--- src/rtl/mult_result_buffer_pkg.sv ---
// Shared types for the multiplier result buffer: branch masks, branch tasks and the FU result packet.
// A packet whose decoded_vals is all zero is a bubble and carries no result.
package mult_result_buffer_pkg;

    localparam int BR_MASK_W = 4;

    typedef logic [BR_MASK_W-1:0] BR_MASK;

    typedef enum logic [1:0] {
        NOTHING = 2'd0,
        CLEAR   = 2'd1,
        SQUASH  = 2'd2
    } BR_TASK;

    typedef struct packed {
        logic [31:0] result;
        logic [5:0]  dest_tag;
        BR_MASK      b_mask;
        logic [7:0]  decoded_vals;
    } FU_PACKET;

    function automatic logic br_hit(input BR_MASK mask, input BR_MASK id);
        return |(mask & id);
    endfunction

endpackage

--- src/rtl/mult_result_buffer_br_entry_filter.sv ---
// Applies one branch resolution to one buffered packet: CLEAR drops the resolved bit,
// SQUASH kills the entry. Purely combinational, no backpressure.
module br_entry_filter
    import mult_result_buffer_pkg::*;
(
    input  FU_PACKET i_pack,
    input  logic     i_valid,
    input  BR_TASK   i_rem_br_task,
    input  BR_MASK   i_rem_b_id,
    output FU_PACKET o_pack,
    output logic     o_survive
);

    logic w_hit;

    assign w_hit = i_valid & br_hit(i_pack.b_mask, i_rem_b_id);

    always_comb begin
        o_pack = i_pack;
        if ((i_rem_br_task == CLEAR) && w_hit) begin
            o_pack.b_mask = i_pack.b_mask ^ i_rem_b_id;
        end
    end

    assign o_survive = i_valid & ~((i_rem_br_task == SQUASH) & w_hit);

endmodule

--- src/rtl/mult_result_buffer.sv ---
// In-order collapsing queue between the multiplier and the CDB; 1-cycle minimum enqueue-to-request latency.
// Stalls the multiplier only when full and the head is not leaving this cycle.
`ifndef MULT_BUF_DEPTH
`define MULT_BUF_DEPTH 4
`endif

module mult_result_buffer
    import mult_result_buffer_pkg::*;
#(
    parameter  int DEPTH = `MULT_BUF_DEPTH,
    localparam int CNT_W = $clog2(DEPTH + 1)
) (
    input  logic             clock,
    input  logic             reset,
    input  logic             data_ready,
    input  FU_PACKET         fu_pack,
    input  BR_TASK           rem_br_task,
    input  BR_MASK           rem_b_id,
    input  logic             cdb_gnt,
    output logic             cdb_req,
    output FU_PACKET         cdb_pack,
    output logic             stall,
    output logic [CNT_W-1:0] count
);

    FU_PACKET         r_entry [DEPTH];
    logic [CNT_W-1:0] r_count;

    FU_PACKET         w_filt [DEPTH];
    logic [DEPTH-1:0] w_surv;
    logic [DEPTH-1:0] w_keep;
    FU_PACKET         w_in_filt;
    logic             w_in_surv;
    logic             w_deq;
    logic             w_enq;
    logic [CNT_W-1:0] w_pos [DEPTH];
    logic [CNT_W-1:0] w_run;
    logic [CNT_W-1:0] w_keep_cnt;
    FU_PACKET         w_nxt [DEPTH];
    logic [CNT_W-1:0] w_nxt_count;

    for (genvar g = 0; g < DEPTH; g++) begin : g_filt
        br_entry_filter u_filt (
            .i_pack        (r_entry[g]),
            .i_valid       (CNT_W'(g) < r_count),
            .i_rem_br_task (rem_br_task),
            .i_rem_b_id    (rem_b_id),
            .o_pack        (w_filt[g]),
            .o_survive     (w_surv[g])
        );
    end

    br_entry_filter u_in_filt (
        .i_pack        (fu_pack),
        .i_valid       (w_enq),
        .i_rem_br_task (rem_br_task),
        .i_rem_b_id    (rem_b_id),
        .o_pack        (w_in_filt),
        .o_survive     (w_in_surv)
    );

    // Head is valid and not being squashed; a squashed head never reaches the CDB.
    assign cdb_req  = w_surv[0];
    assign cdb_pack = cdb_req ? w_filt[0] : '0;
    assign w_deq    = cdb_req & cdb_gnt;
    assign stall    = (r_count == CNT_W'(DEPTH)) & ~w_deq;
    assign w_enq    = data_ready & ~stall & (fu_pack.decoded_vals != '0);
    assign w_keep   = w_surv & ~{{(DEPTH-1){1'b0}}, w_deq};
    assign count    = r_count;

    always_comb begin
        w_run = '0;
        for (int i = 0; i < DEPTH; i++) begin
            w_pos[i] = w_run;
            w_run    = w_run + CNT_W'(w_keep[i]);
        end
        w_keep_cnt = w_run;
    end

    // Survivor i lands at its prefix-count slot; an entry only ever moves toward the head.
    always_comb begin
        for (int j = 0; j < DEPTH; j++) begin
            w_nxt[j] = '0;
        end
        for (int j = 0; j < DEPTH; j++) begin
            for (int i = j; i < DEPTH; i++) begin
                if (w_keep[i] && (w_pos[i] == CNT_W'(j))) begin
                    w_nxt[j] = w_filt[i];
                end
            end
            if (w_in_surv && (w_keep_cnt == CNT_W'(j))) begin
                w_nxt[j] = w_in_filt;
            end
        end
        w_nxt_count = w_keep_cnt + CNT_W'(w_in_surv);
    end

    always_ff @(posedge clock or posedge reset) begin
        if (reset) begin
            r_count <= '0;
            for (int i = 0; i < DEPTH; i++) begin
                r_entry[i] <= '0;
            end
        end else begin
            r_count <= w_nxt_count;
            for (int i = 0; i < DEPTH; i++) begin
                r_entry[i] <= w_nxt[i];
            end
        end
    end

endmodule
--- config.mk ---
export PLATFORM = sky130hd
export DESIGN_NAME = mult_result_buffer
export DESIGN_NICKNAME = d
export VERILOG_FILES = /design/src/rtl/mult_result_buffer_pkg.sv /design/src/rtl/mult_result_buffer_br_entry_filter.sv /design/src/rtl/mult_result_buffer.sv
export SDC_FILE = /design/constraint.sdc
export NUM_CORES = 1
export LEC_CHECK = 0
export ABC_AREA = 1
export ABC_CLOCK_PERIOD_IN_PS = 7000
export BUFFER_PORTS_ARGS = -buffer_cell sky130_fd_sc_hd__buf_2
export CORE_MARGIN = 4
export CORE_UTILIZATION = 45
export CTS_CLUSTER_SIZE = 28
export DETAILED_ROUTE_END_ITERATION = 10
export HOLD_SLACK_MARGIN = 0.05
export PLACE_DENSITY = 0.72
export SLEW_MARGIN = 5
export SYNTH_ARGS = -nofsm -noshare
export SYNTH_HDL_FRONTEND = slang
export SYNTH_SLANG_ARGS = --single-unit
--- constraint.sdc ---
create_clock -name clock -period 7 [get_ports clock]
set_clock_uncertainty 0.1 [all_clocks]
set_input_delay 1.75 -clock clock [delete_from_list [all_inputs] [get_ports clock]]
set_output_delay 1.75 -clock clock [all_outputs]
set_load 0.01 [all_outputs]
# == Word-level counts from Yosys, hierarchy flattened ==
# Cells that the tools add are included.
# totals
wordCells,126
mem_count,0
romBits,0
reg_bits,203
inputBits,60
out_inout_bits,55
latchBits,0
ram_bits,0
# classes
n_shift,0
n_reduce_logical,28
mux,20
addsub,4
n_bitwise,38
n_eq_ne,15
n_lt_le_gt_ge,4
multipliers,0
div,0
# ops
operator,count
$mux W50,15
$and A4 B4 Y4,6
$mux W4,5
$reduce_or A4 Y1,5
$xor A4 B4 Y4,5
$and A1 B1 Y1,19
$logic_and A1 B1 Y1,18
$eq A3 B2 Y1 const B,4
$logic_not A3 Y1,4
$reduce_bool A8 Y1,1
$not A1 Y1,7
$add A3 B1 Y3,2
$eq A3 B1 Y1 const B,2
$lt A1 B3 Y1 const A,2
$lt A2 B3 Y1 const A,2
$ne A5 B1 Y1 const B,1
$eq A2 B1 Y1 const B,2
$eq A2 B2 Y1 const B,2
$ne A4 B1 Y1 const B,1
$not A1 Y4,1
$add A2 B1 Y3,1
$eq A3 B3 Y1 const B,1
$ne A3 B1 Y1 const B,1
$add A1 B1 Y2,1
$ne A2 B1 Y1 const B,1

# == Depth between registers and ports, before layout ==
# logic_depth
ltp_word,18
depth_mapped,20
mapped_depth_nobuf,17

# == By module ==
# Synthesis repeated with hierarchy kept, for this count alone.
# hier_totals
hier_cells,2515
area_unflattened_um2,15904.0
# modules_own_cells
mod,instances,seq_area_each_um2,cells_per_inst,area_each_um2
mult_result_buffer,1,5079.9,2160,13295.3
br_entry_filter,5,0.0,71,521.8

# == Least setup slack after synthesis ==
# Ideal clock, no wire load.
# synth_timing
kind,input -> register
from,input port rem_b_id[1]
to,register r_entry[50] (netlist bit)
cell_stages,16
arrival_time_ns,5.148
path_buffers,3
t_required_ns,6.831
setup_slack_ns,1.682
setup_time_ns,0.069
cell_sequence,ha_1 nor2_1 nand2_1 nand2_1 nand3b_1 inv_1 clkbuf_1 fa_1 ha_1 fa_1 inv_1 nor3_1 buf_2 clkbuf_1 nand4_1 nand3_1
# synth_via
elab_chain_cells,18
elab_cells_between_ends,50
cone_classes,add/sub (3); eq/ne (4); mux (2); bitwise (33); reduce/logical (8)
# synth_lines
item,line,text
start: declaration,mult_result_buffer.sv:18,"input BR_MASK rem_b_id,"
"parallel branches: the longest is 18 deep, another holds $add A2 B1 Y3",--,
end signal: indexed assignment,mult_result_buffer.sv:107,r_entry[i] <= w_nxt[i];
end: declaration,mult_result_buffer.sv:26,FU_PACKET r_entry [DEPTH];
# Parallel ways; which one is timed is not known.
# A chain may end at the register's enable or synchronous reset.

# == Worst setup path after layout ==
# layout_timing
from,input port rem_b_id[1]
to,register r_entry[144] (netlist bit)
# layout_via
elab_chain_cells,18
elab_cells_between_ends,52
cone_classes,add/sub (3); eq/ne (4); mux (3); bitwise (33); reduce/logical (9)
# layout_lines
item
"parallel branches: the longest is 18 deep, another holds $add A2 B1 Y3"
# Parallel ways; which one is timed is not known.

==> flow_summary_export.csv <==
group,metric,value,unit
clock_tree,htreeDepth,1,
final_layout,fin_cells,2528,
synthesis,synth_top_cell_by_area,"dfrtp_1",
hold_path,hp-class,"reg2reg",
synthesis,ys.flop_type,"dfrtp_1",
clock_tree,cts_max_path_buffers,3,
final_layout,drive_gt1_share,9.87,%
clock_tree,cts_hold_buf,0,
clock_tree,cts_root_buf,"clkbuf_16",
sta,drv_slew,0,
floorplanning,initial_core_util,45.7,%
clock_tree,post_cts_resize_count,0,
placement,gp_congestion,0.868,
synthesis,syn_area,0.0135,mm^2
detailed_routing,firstDrtPassIters,6,
sta,clock.fmax,185,MHz
final_layout,area_delta_synth_final,10.7,%
setup_path,crit_type,"in2reg",
synthesis,yosysMostFrequentCell,"nand2_1",
synthesis,syn-num-nets,2191,
detailed_routing,via_per_inst,5.60,
clock_tree,clk_latency,0.54,ns
synthesis,yosys-top-cells-count,"nand2_1, nand3_1, inv_1, dfrtp_1, nor2_1",
sta,finalSetupViolations,0,
floorplanning,dieArea,0.0329,mm^2
synthesis,ys_types,29,
synthesis,syn_inst,2101,
final_layout,fill_cells,3067,
power,vdd.ir_drop.worst,0.000570,V
clock_tree,postCtsSetupRepairBufs,0,
setup_path,critPathArrivalTime,5.74,ns
sta,setup_tns,0,ns
setup_path,cp_max_fo,50,
setup_path,critPathRequiredTime,7.32,ns
floorplanning,rows,63,
floorplanning,io_pins,115,
final_layout,multi_input_area,0.00685,mm^2
placement,placed_cells,2486,
synthesis,ys_ff_latch,203,
power,p_per_area,475,mW/mm^2
synthesis,ys_seq_area_share,37.5,%
synthesis,synth.avg_cell_area,6.45,um^2
final_layout,antenna_cells,0,
sta,rsz0062_at_grt,"false",
clock_tree,clk_pin_slew_worst_paths,0.06,ns
global_routing,grt_pass1_wl,73600,um
final_layout,fin_util,50.6,%
detailed_routing,wire_per_inst,18.1,um
sta,maxSlewHeadroom,14.2,%
sta,tightest_slew,1.29,ns
final_layout,seqCellArea,0.00508,mm^2
sta,hold_violations,0,
clock_tree,cts_tree,"yes",
setup_path,endpoint_kind,"register",
synthesis,synthTopCellsByArea,"dfrtp_1, nand2_1, nand3_1",
clock_tree,cts_made_buffers,24,
setup_path,startpoint_type,"input pin",
global_routing,grt_use_total,27.1,%
sta,finalCritPeriodShare,77.4,%
detailed_routing,dr_total_vias,14200,
clock_tree,cts.sinks,203,
sta,fin_crit,5.42,ns
detailed_routing,route.detailed.drc,0,
global_routing,grt_max_degree,124,
global_routing,antenna_found_initial,0,
detailed_routing,wl,45800,um
sta,fin_ws,1.58,ns
synthesis,yosys.area.top_type_share,37.5,%
global_routing,overflow,0,
placement,port_buffers,114,
status,status,"completed",
floorplanning,core,0.0296,mm^2
detailed_routing,ant_nets,0,
sta,timing.hold.ws,0.380,ns
detailed_routing,drt_iter0_drc,1404,
synthesis,synthArstFlopShare,100,%
global_routing,grt_pass1_vias,13700,
final_layout,finalNetCount,2212,
flow_run,cap_violations,0,
floorplanning,die_h,181,um
power,p_leak,0.00827,uW
placement,hpwl,25600,um
synthesis,synth_edf_count,0,
synthesis,yosysWarnings,0,
placement,dp_slack,1.11,ns
floorplanning,chipWidth,181,um
## worst paths after layout
| kind | startpoint | end | slack, ns | cells after the start |
|---|---|---|---|---|
| min in group asynchronous | reset | r_entry[60]$_DFF_PP0_ | 1.00 | 2 |
| min | r_entry[100]$_DFFE_PP0P_ | r_entry[100]$_DFFE_PP0P_ | 0.38 | 2 |
| max reg2reg | count[2]$_DFF_PP0_ | r_entry[144]$_DFFE_PP0P_ | 2.52 | 16 |
| max | rem_b_id[1] | r_entry[144]$_DFFE_PP0P_ | 1.58 | 19 |
| max in group asynchronous | reset | r_entry[187]$_DFFE_PP0P_ | 4.57 | 3 |
| min reg2reg | r_entry[100]$_DFFE_PP0P_ | r_entry[100]$_DFFE_PP0P_ | 0.38 | 2 |
## sequential cells by signal (all words and copies together), names as in the netlist
name,cells
count,3
r_entry,200
## cell type report
class	count	area share [%]
multi-input cells	1498	45.7
flip-flops and latches	203	33.9
inverters	254	6.39
repair buffers	141	5.58
clock buffers	33	4.63
well taps	390	3.26
clock inverters	9	0.543
## metal layers
layer  GRT usage, %  vias to the layer above  wire [um]
met1           36.7                     6620      19000
met4           9.82                        0       1450
met5              0                        -          0
met2           44.3                      738      21000
li1               -                     6685          -
met3           4.11                      115       4360
## cells by family (layout without fill, tap and decap cells)
group | after synthesis | after routing | synth area share [%]
flip-flops | 203 | 203 | 37.5
XOR/XNOR | 2 | 2 | 0.129
AO/OA/AOI/OAI | 110 | 110 | 4.07
buffers and inverters | 400 | 437 | 12.1
adder cells (fa/ha/maj) | 30 | 30 | 2.88
AND/OR/NAND/NOR | 1356 | 1356 | 43.3
## worst max-delay path, cell delays in order
cell and delay, ns:
buf_2 0.15, ha_1 0.16, nor2_1 0.05, nand2_1 0.08
nand2_1 0.10, nand3b_1 0.15, buf_4 0.55, ha_1 0.37
ha_1 0.24, ha_1 0.25, or2_2 0.29, nor2_1 0.08
nand2_1 0.08, inv_2 0.88, nand2_1 0.17, nand2_1 0.13
nand2_1 0.05, nand3_1 0.11, nand2_1 0.07
## layout by cell type, fill, tap and decap left out, types with 2 or more instances in the layout
| cell type | netlist | routed |
|---|---|---|
| a21oi_1 | 6 | 6 |
| buf_12 | 0 | 5 |
| buf_2 | 53 | 114 |
| buf_4 | 2 | 22 |
| clkbuf_1 | 77 | 3 |
| clkbuf_16 | 0 | 24 |
| clkbuf_8 | 0 | 6 |
| clkinv_2 | 0 | 7 |
| dfrtp_1 | 203 | 203 |
| fa_1 | 2 | 2 |
| ha_1 | 28 | 27 |
| inv_1 | 245 | 243 |
| inv_2 | 9 | 10 |
| nand2_1 | 790 | 788 |
| nand2_2 | 4 | 5 |
| nand3_1 | 324 | 323 |
| nand3_4 | 2 | 3 |
| nand3b_1 | 5 | 5 |
| nand4_1 | 101 | 101 |
| nor2_1 | 115 | 115 |
| nor2_4 | 3 | 3 |
| nor3_1 | 7 | 5 |
| nor3_2 | 0 | 2 |
| o21ai_0 | 90 | 90 |
| o21ai_1 | 14 | 14 |
## power breakdown
part	switching [uW]	internal, uW	total [uW]
clock network	521	727	1250
logic	2990	1180	4160
registers	185	1530	1710
total	3690	3430	7130
## stage by stage
stage / area, um^2 / power, uW
finish: 15000 / 7130
global route: 15000 / 7670
CTS: 15000 / 7080
detailed placement: 14200 / 5820
global placement: 14200 / 5750
floorplan: 13500 / 4580
(Power assumes the default switching activity.)
